File: config.mk
export PLATFORM = sky130hd
export DESIGN_NAME = mau_host
export DESIGN_NICKNAME = d
export VERILOG_FILES = /design/src/rtl/mau_pkg.sv /design/src/rtl/mau_host_sclk.sv /design/src/rtl/mau_host.sv
export SDC_FILE = /design/constraint.sdc
export NUM_CORES = 1
export LEC_CHECK = 0
export BUFFER_PORTS_ARGS = -buffer_cell sky130_fd_sc_hd__buf_2
export CAP_MARGIN = 15
export CORE_ASPECT_RATIO = 1.2
export CORE_MARGIN = 5
export CORE_UTILIZATION = 54
export CTS_CLUSTER_DIAMETER = 150
export CTS_CLUSTER_SIZE = 8
export DETAILED_ROUTE_END_ITERATION = 10
export PLACE_DENSITY = 0.79
export SLEW_MARGIN = 20
export SYNTH_ARGS = -nofsm -noshare
export SYNTH_HDL_FRONTEND = slang
export SYNTH_HIERARCHICAL = 1
export SYNTH_SLANG_ARGS = --single-unit
export TNS_END_PERCENT = 1
File: constraint.sdc
create_clock -name clk -period 2.2 [get_ports clk]
set_input_delay 0.22 -clock clk [delete_from_list [all_inputs] [get_ports clk]]
set_output_delay 0.22 -clock clk [all_outputs]
set_load 0.01 [all_outputs]
File: src/rtl/mau_pkg.sv
// Shared MAU definitions: link framing constants, ALU opcodes and the host FSM state type.
package mau_pkg;

    localparam int MAU_INSTR_BYTES = 5;
    localparam int MAU_RES_BYTES   = 3;
    localparam int MAU_RES_W       = 18;

    typedef enum logic [7:0] {
        ALU_VADD2  = 8'h01,
        ALU_VSUB2  = 8'h02,
        ALU_DIFF2  = 8'h03,
        ALU_DET2   = 8'h04,
        ALU_DIST2  = 8'h05,
        ALU_POLY   = 8'h06,
        ALU_SCMULX = 8'h07
    } alu_ctrl_t;

    typedef enum logic [2:0] {
        ST_IDLE,
        ST_WRITE,
        ST_GAP,
        ST_READ,
        ST_RESP
    } host_state_t;

endpackage

File: src/rtl/mau_host_sclk.sv
// spi_clk divider: CLK_DIV cycles low, CLK_DIV cycles high while enabled, parked low otherwise.
// rise/fall are asserted in the cycle before the edge they announce.
module mau_host_sclk #(
    parameter int CLK_DIV = 2
) (
    input  logic clk,
    input  logic rst_n,
    input  logic en,
    output logic spi_clk,
    output logic rise,
    output logic fall
);

    localparam int CW = (CLK_DIV > 1) ? $clog2(CLK_DIV) : 1;

    logic [CW-1:0] cnt;
    logic          wrap;

    assign wrap = en && (cnt == CW'(CLK_DIV - 1));
    assign rise = wrap && !spi_clk;
    assign fall = wrap && spi_clk;

    // NOTE: sequential state uses non-blocking assignments so every register samples pre-edge values.
    always_ff @(posedge clk or negedge rst_n) begin
        if (!rst_n) begin
            cnt     <= '0;
            spi_clk <= 1'b0;
        end else if (!en) begin
            cnt     <= '0;
            spi_clk <= 1'b0;
        end else if (wrap) begin
            cnt     <= '0;
            spi_clk <= ~spi_clk;
        end else begin
            cnt <= cnt + CW'(1);
        end
    end

endmodule

File: src/rtl/mau_host.sv
// Host-side master for the MAU parallel-SPI link: writes a 5-byte instruction,
// waits a fixed compute gap, reads back the 18-bit result plus carry.
module mau_host
    import mau_pkg::*;
#(
    parameter int CLK_DIV     = 2,
    parameter int RESULT_WAIT = 8
) (
    input  logic                 clk,
    input  logic                 rst_n,
    input  logic                 cmd_valid,
    output logic                 cmd_ready,
    input  logic [39:0]          cmd_data,
    output logic                 rsp_valid,
    input  logic                 rsp_ready,
    output logic [MAU_RES_W-1:0] rsp_data,
    output logic                 rsp_carry,
    output logic                 busy,
    output logic                 spi_clk,
    output logic                 spi_w,
    output logic                 spi_r,
    output logic [7:0]           mosi,
    input  logic [7:0]           miso,
    input  logic                 carry_in
);

    localparam int GW = (RESULT_WAIT > 1) ? $clog2(RESULT_WAIT) : 1;

    host_state_t   state, state_next;
    logic          sclk_en, sclk_rise, sclk_fall;
    logic [2:0]    byte_cnt;
    logic [GW-1:0] gap_cnt;
    logic [39:0]   sreg;
    logic [15:0]   res_buf;
    logic          gap_done;

    assign sclk_en  = (state == ST_WRITE) || (state == ST_READ);
    assign gap_done = (gap_cnt == GW'(RESULT_WAIT - 1));
    assign mosi     = sreg[39:32];
    assign busy     = ~cmd_ready;

    mau_host_sclk #(.CLK_DIV(CLK_DIV)) u_sclk (
        .clk     (clk),
        .rst_n   (rst_n),
        .en      (sclk_en),
        .spi_clk (spi_clk),
        .rise    (sclk_rise),
        .fall    (sclk_fall)
    );

    // NOTE: every signal written in always_comb gets a default first, so no path can infer a latch.
    always_comb begin
        state_next = state;
        case (state)
            ST_IDLE:  if (cmd_valid) state_next = ST_WRITE;
            ST_WRITE: if (sclk_fall && byte_cnt == 3'(MAU_INSTR_BYTES)) state_next = ST_GAP;
            ST_GAP:   if (gap_done) state_next = ST_READ;
            ST_READ:  if (sclk_fall && byte_cnt == 3'(MAU_RES_BYTES - 1)) state_next = ST_RESP;
            ST_RESP:  if (rsp_ready) state_next = ST_IDLE;
            default:  state_next = ST_IDLE;
        endcase
    end

    // Strobes are decoded from the next state so they leave flops glitch-free.
    always_ff @(posedge clk or negedge rst_n) begin
        if (!rst_n) begin
            state     <= ST_IDLE;
            cmd_ready <= 1'b1;
            rsp_valid <= 1'b0;
            spi_w     <= 1'b0;
            spi_r     <= 1'b0;
        end else begin
            state     <= state_next;
            cmd_ready <= (state_next == ST_IDLE);
            rsp_valid <= (state_next == ST_RESP);
            spi_w     <= (state_next == ST_WRITE);
            spi_r     <= (state_next == ST_READ);
        end
    end

    always_ff @(posedge clk or negedge rst_n) begin
        if (!rst_n) begin
            sreg      <= '0;
            byte_cnt  <= '0;
            gap_cnt   <= '0;
            res_buf   <= '0;
            rsp_data  <= '0;
            rsp_carry <= 1'b0;
        end else begin
            gap_cnt <= (state == ST_GAP) ? gap_cnt + GW'(1) : '0;
            case (state)
                ST_IDLE: begin
                    if (cmd_valid) begin
                        sreg     <= cmd_data;
                        byte_cnt <= '0;
                    end
                end
                ST_WRITE: begin
                    // Bytes are counted as the MAU takes them (rise); mosi advances on the fall,
                    // and after the last fall the shifter has emptied so mosi parks at zero.
                    if (sclk_rise) byte_cnt <= byte_cnt + 3'd1;
                    if (sclk_fall) begin
                        sreg <= {sreg[31:0], 8'h00};
                        if (byte_cnt == 3'(MAU_INSTR_BYTES)) byte_cnt <= '0;
                    end
                end
                ST_READ: begin
                    if (sclk_fall) begin
                        byte_cnt <= byte_cnt + 3'd1;
                        case (byte_cnt)
                            3'd0:    res_buf[7:0]  <= miso;
                            3'd1:    res_buf[15:8] <= miso;
                            default: begin
                                rsp_data  <= {miso[1:0], res_buf};
                                rsp_carry <= carry_in;
                            end
                        endcase
                    end
                end
                default: ;
            endcase
        end
    end

endmodule
==> run summary <==
RSZ-0062 raised after global routing: false
Clk Tree Root Cell: sky130_fd_sc_hd__clkbuf_8
average detailed-routed wire length per instance: 15.0 microns
most frequent cell after synthesis: sky130_fd_sc_hd__dfrtp_1
Max Cap Viol: 0
detailed placer's ending HPWL: 5430 microns
total placed instance area: 0.00452 sq mm
delay of the slowest cell on the worst path: 400 ps
utilization of the core after routing: 0.649
number of vias after detailed routing: 2565
residual antenna-violating net count after detailed routing: 0
synthesized flop and latch total: 90
sequential cell area fraction in the yosys report: 0.552
via count of the first global-routing pass: 2644
clock-pin transition on the worst setup and hold timing paths: 80 ps
headroom to the max-slew limit: 0.543
Post-Syn Area: 0.00408 sq mm
All-Layer GR Usage: 0.170
overall power: 0.00646 W
Required @ worst endpoint: 2420 ps
total power per unit cell area: 1360 mW/mm^2
outcome: complete, no violations
worst setup path class: reg -> reg
GPL Wtd Cong: 0.822
Final Setup Violations: 0
Worst IR Drop VDD: 0.000830 V
setup ws final: 174 ps
final critical-path required period: 2030 ps
highest net fanout along the worst path: 8
floorplan core area: 0.00732 sq mm
number of iterations in the first detailed-routing pass: 5
Total Die Area: 0.00940 sq mm
number of instances in the synthesized netlist: 328
clock buffers created by TritonCTS: 9
layout cells sized above 1: 0.353
flip-flop cell with the highest count after synthesis: sky130_fd_sc_hd__dfrtp_1
per-cell via count in the routed design: 5.15
setup slack at placement: 171 ps
share of the synthesized area in the top cell type: 0.546
final total negative setup slack: 0 ps
Initial Utilization: 0.557
most area-consuming cells after synthesis: sky130_fd_sc_hd__dfrtp_1 55%, sky130_fd_sc_hd__mux2i_1 8.1%, sky130_fd_sc_hd__mux2_2 4.7%
final clock skew: 9.49 ps
share of async-settable or async-resettable flops after synthesis: 1.00
count of instances resized after the clock tree is built: 0
count of standard-cell rows: 34
WP data arrival: 2250 ps
maximum clock rate: 493 MHz
number of antenna violations at the first check in global routing: 0
period utilisation layout: 0.921
top cells by instance count after synthesis: 89 x sky130_fd_sc_hd__dfrtp_1, 40 x sky130_fd_sc_hd__nand2_1, 33 x sky130_fd_sc_hd__mux2i_1, 28 x sky130_fd_sc_hd__o21ai_0, 17 x sky130_fd_sc_hd__mux2_2
vertical die dimension: 105 microns
residual overflow from global routing: 0
synthesized area divided by synthesized cell count: 12.4 sq um
net count of the mapped netlist: 387
Worst-Margin Slew: 685 ps
total number of clock tree sinks: 90
total count of max-transition violations in the final report: 0
Worst Setup End Kind: flop
count of antenna diodes in the layout: 0
number of distinct standard cells referenced by the synthesized netlist: 43
Bufs on Longest Clock Path: 2
Ys Warns: 6
Max stage delay cell, worst path: sky130_fd_sc_hd__and2_1
signed area change from the synthesized netlist to the final layout: 16.4%
cells along the critical path: and2b_2, and3_2, nand2b_4, nor3_4, and2_1, mux2_1
Post-synth EDFFs: 0
wire length of the first global-routing pass: 12500 microns
Leakage: 2.44 nW
Clock H-tree levels: 3
Total Wirelength: 7450 microns
clock tree from TritonCTS: yes
total number of nets in the final design: 464
maximum number of pins on one net before global-route repair: 73
post-route standard cell area excluding fillers: 0.00475 sq mm
number of I/O pins: 86
startpoint class of the critical path: flop
Final Hold Fails: 0
DRC Markers: 0
Port Buffers: 85
Skew-Pair Late Insertion Delay: 340 ps
library cell occupying the most area in the post-synthesis netlist: sky130_fd_sc_hd__dfrtp_1
min-delay worst type: in -> reg
Die W: 89.3 microns
DRC marker count from the first detailed-route iteration: 119
[sequential cells by signal (all words and copies together) (netlist names), 3 cells and up]
signal	count
sreg	40
rsp_data	18
res_buf	16
byte_cnt	3
gap_cnt	3
state	3
[per-stage QoR]
stage	hold WS, ps	instances
floorplan	-75.6	328
global placement	300	483
detailed placement	308	483
CTS	70.9	498
global route	74.1	498
finish	94.8	498
[critical path: cells and delay by family, from the launching register on]
family           cells  cell delay, ps
multiplexers         1             360
AND/OR/NAND/NOR      5            1160
flip-flops           1             380
[metal layers]
metal  up-vias  track usage  part of all wire  routed length [microns]
li1       1281            -                 -                        -
met1      1229        0.221              0.43                     3220
met2        47        0.277              0.51                     3820
met3         8       0.0394             0.044                      326
met4         0       0.0574             0.012                       90
met5         -            0                 0                        0
[final timing paths]
path / start / to / slack (ps) / cells past startpoint
min in group asynchronous: rst_n / sreg[3] / 460 / 2
worst max-delay path: state[2] / res_buf[9] / 170 / 6
max in group asynchronous: rst_n / rsp_data[5] / 1090 / 3
worst min register to register: gap_cnt[0] / gap_cnt[0] / 440 / 1
worst min-delay path: cmd_data[7] / sreg[7] / 90 / 2
worst max register to register: state[2] / res_buf[9] / 170 / 6
[power by group]
part | total (W) | switching, W | leakage [nW] | internal [W]
combinational | 0.00264 | 0.00137 | 1.20 | 0.00127
sequential | 0.00261 | 0.000366 | 1.13 | 0.00225
clock | 0.00121 | 0.000543 | 0.105 | 0.000663
[layout make-up]
class	count	area [sq um]
clock inverters	4	76.3
well taps	90	113
repair buffers	92	520
fillers	586	2570
multi-input cells	207	1630
flip-flops and latches	90	2250
inverters	5	18.8
clock buffers	10	138
[cell families after synthesis]
group / after synthesis / synth area share
flip-flops: 90 / 0.552
AND/OR/NAND/NOR: 74 / 0.0997
multiplexers: 68 / 0.187
AO/OA/AOI/OAI: 57 / 0.0868
buffers and inverters: 31 / 0.0515
adder cells (fa/ha/maj): 6 / 0.0184
XOR/XNOR: 2 / 0.00430
[repair_timing]
action	4_1_cts	5_1_grt
endpoints found under the hold margin	52	0
hold buffers	1	0
setup buffers	0	0
[layout by cell type (no fill, tap or decap), types with 2 or more instances in the layout]
cell / count
sky130_fd_sc_hd__a21o_1: 3
sky130_fd_sc_hd__a21oi_1: 2
sky130_fd_sc_hd__a22o_1: 8
sky130_fd_sc_hd__and2_1: 6
sky130_fd_sc_hd__and2b_2: 2
sky130_fd_sc_hd__buf_12: 3
sky130_fd_sc_hd__buf_2: 84
sky130_fd_sc_hd__buf_4: 4
sky130_fd_sc_hd__bufinv_16: 2
sky130_fd_sc_hd__clkbuf_8: 10
sky130_fd_sc_hd__dfrtp_1: 89
sky130_fd_sc_hd__ha_1: 6
sky130_fd_sc_hd__inv_1: 5
sky130_fd_sc_hd__mux2_1: 8
sky130_fd_sc_hd__mux2_2: 17
sky130_fd_sc_hd__mux2_4: 10
sky130_fd_sc_hd__mux2i_1: 33
sky130_fd_sc_hd__nand2_1: 40
sky130_fd_sc_hd__nand3_1: 3
sky130_fd_sc_hd__nand3b_1: 3
sky130_fd_sc_hd__nor2_1: 5
sky130_fd_sc_hd__nor2b_1: 3
sky130_fd_sc_hd__nor3_4: 2
sky130_fd_sc_hd__nor3b_1: 2
sky130_fd_sc_hd__o21ai_0: 28
sky130_fd_sc_hd__o21ai_1: 8
sky130_fd_sc_hd__o21ai_4: 2
sky130_fd_sc_hd__xor2_1: 2
Note: power is estimated with default switching activity, not from simulation.
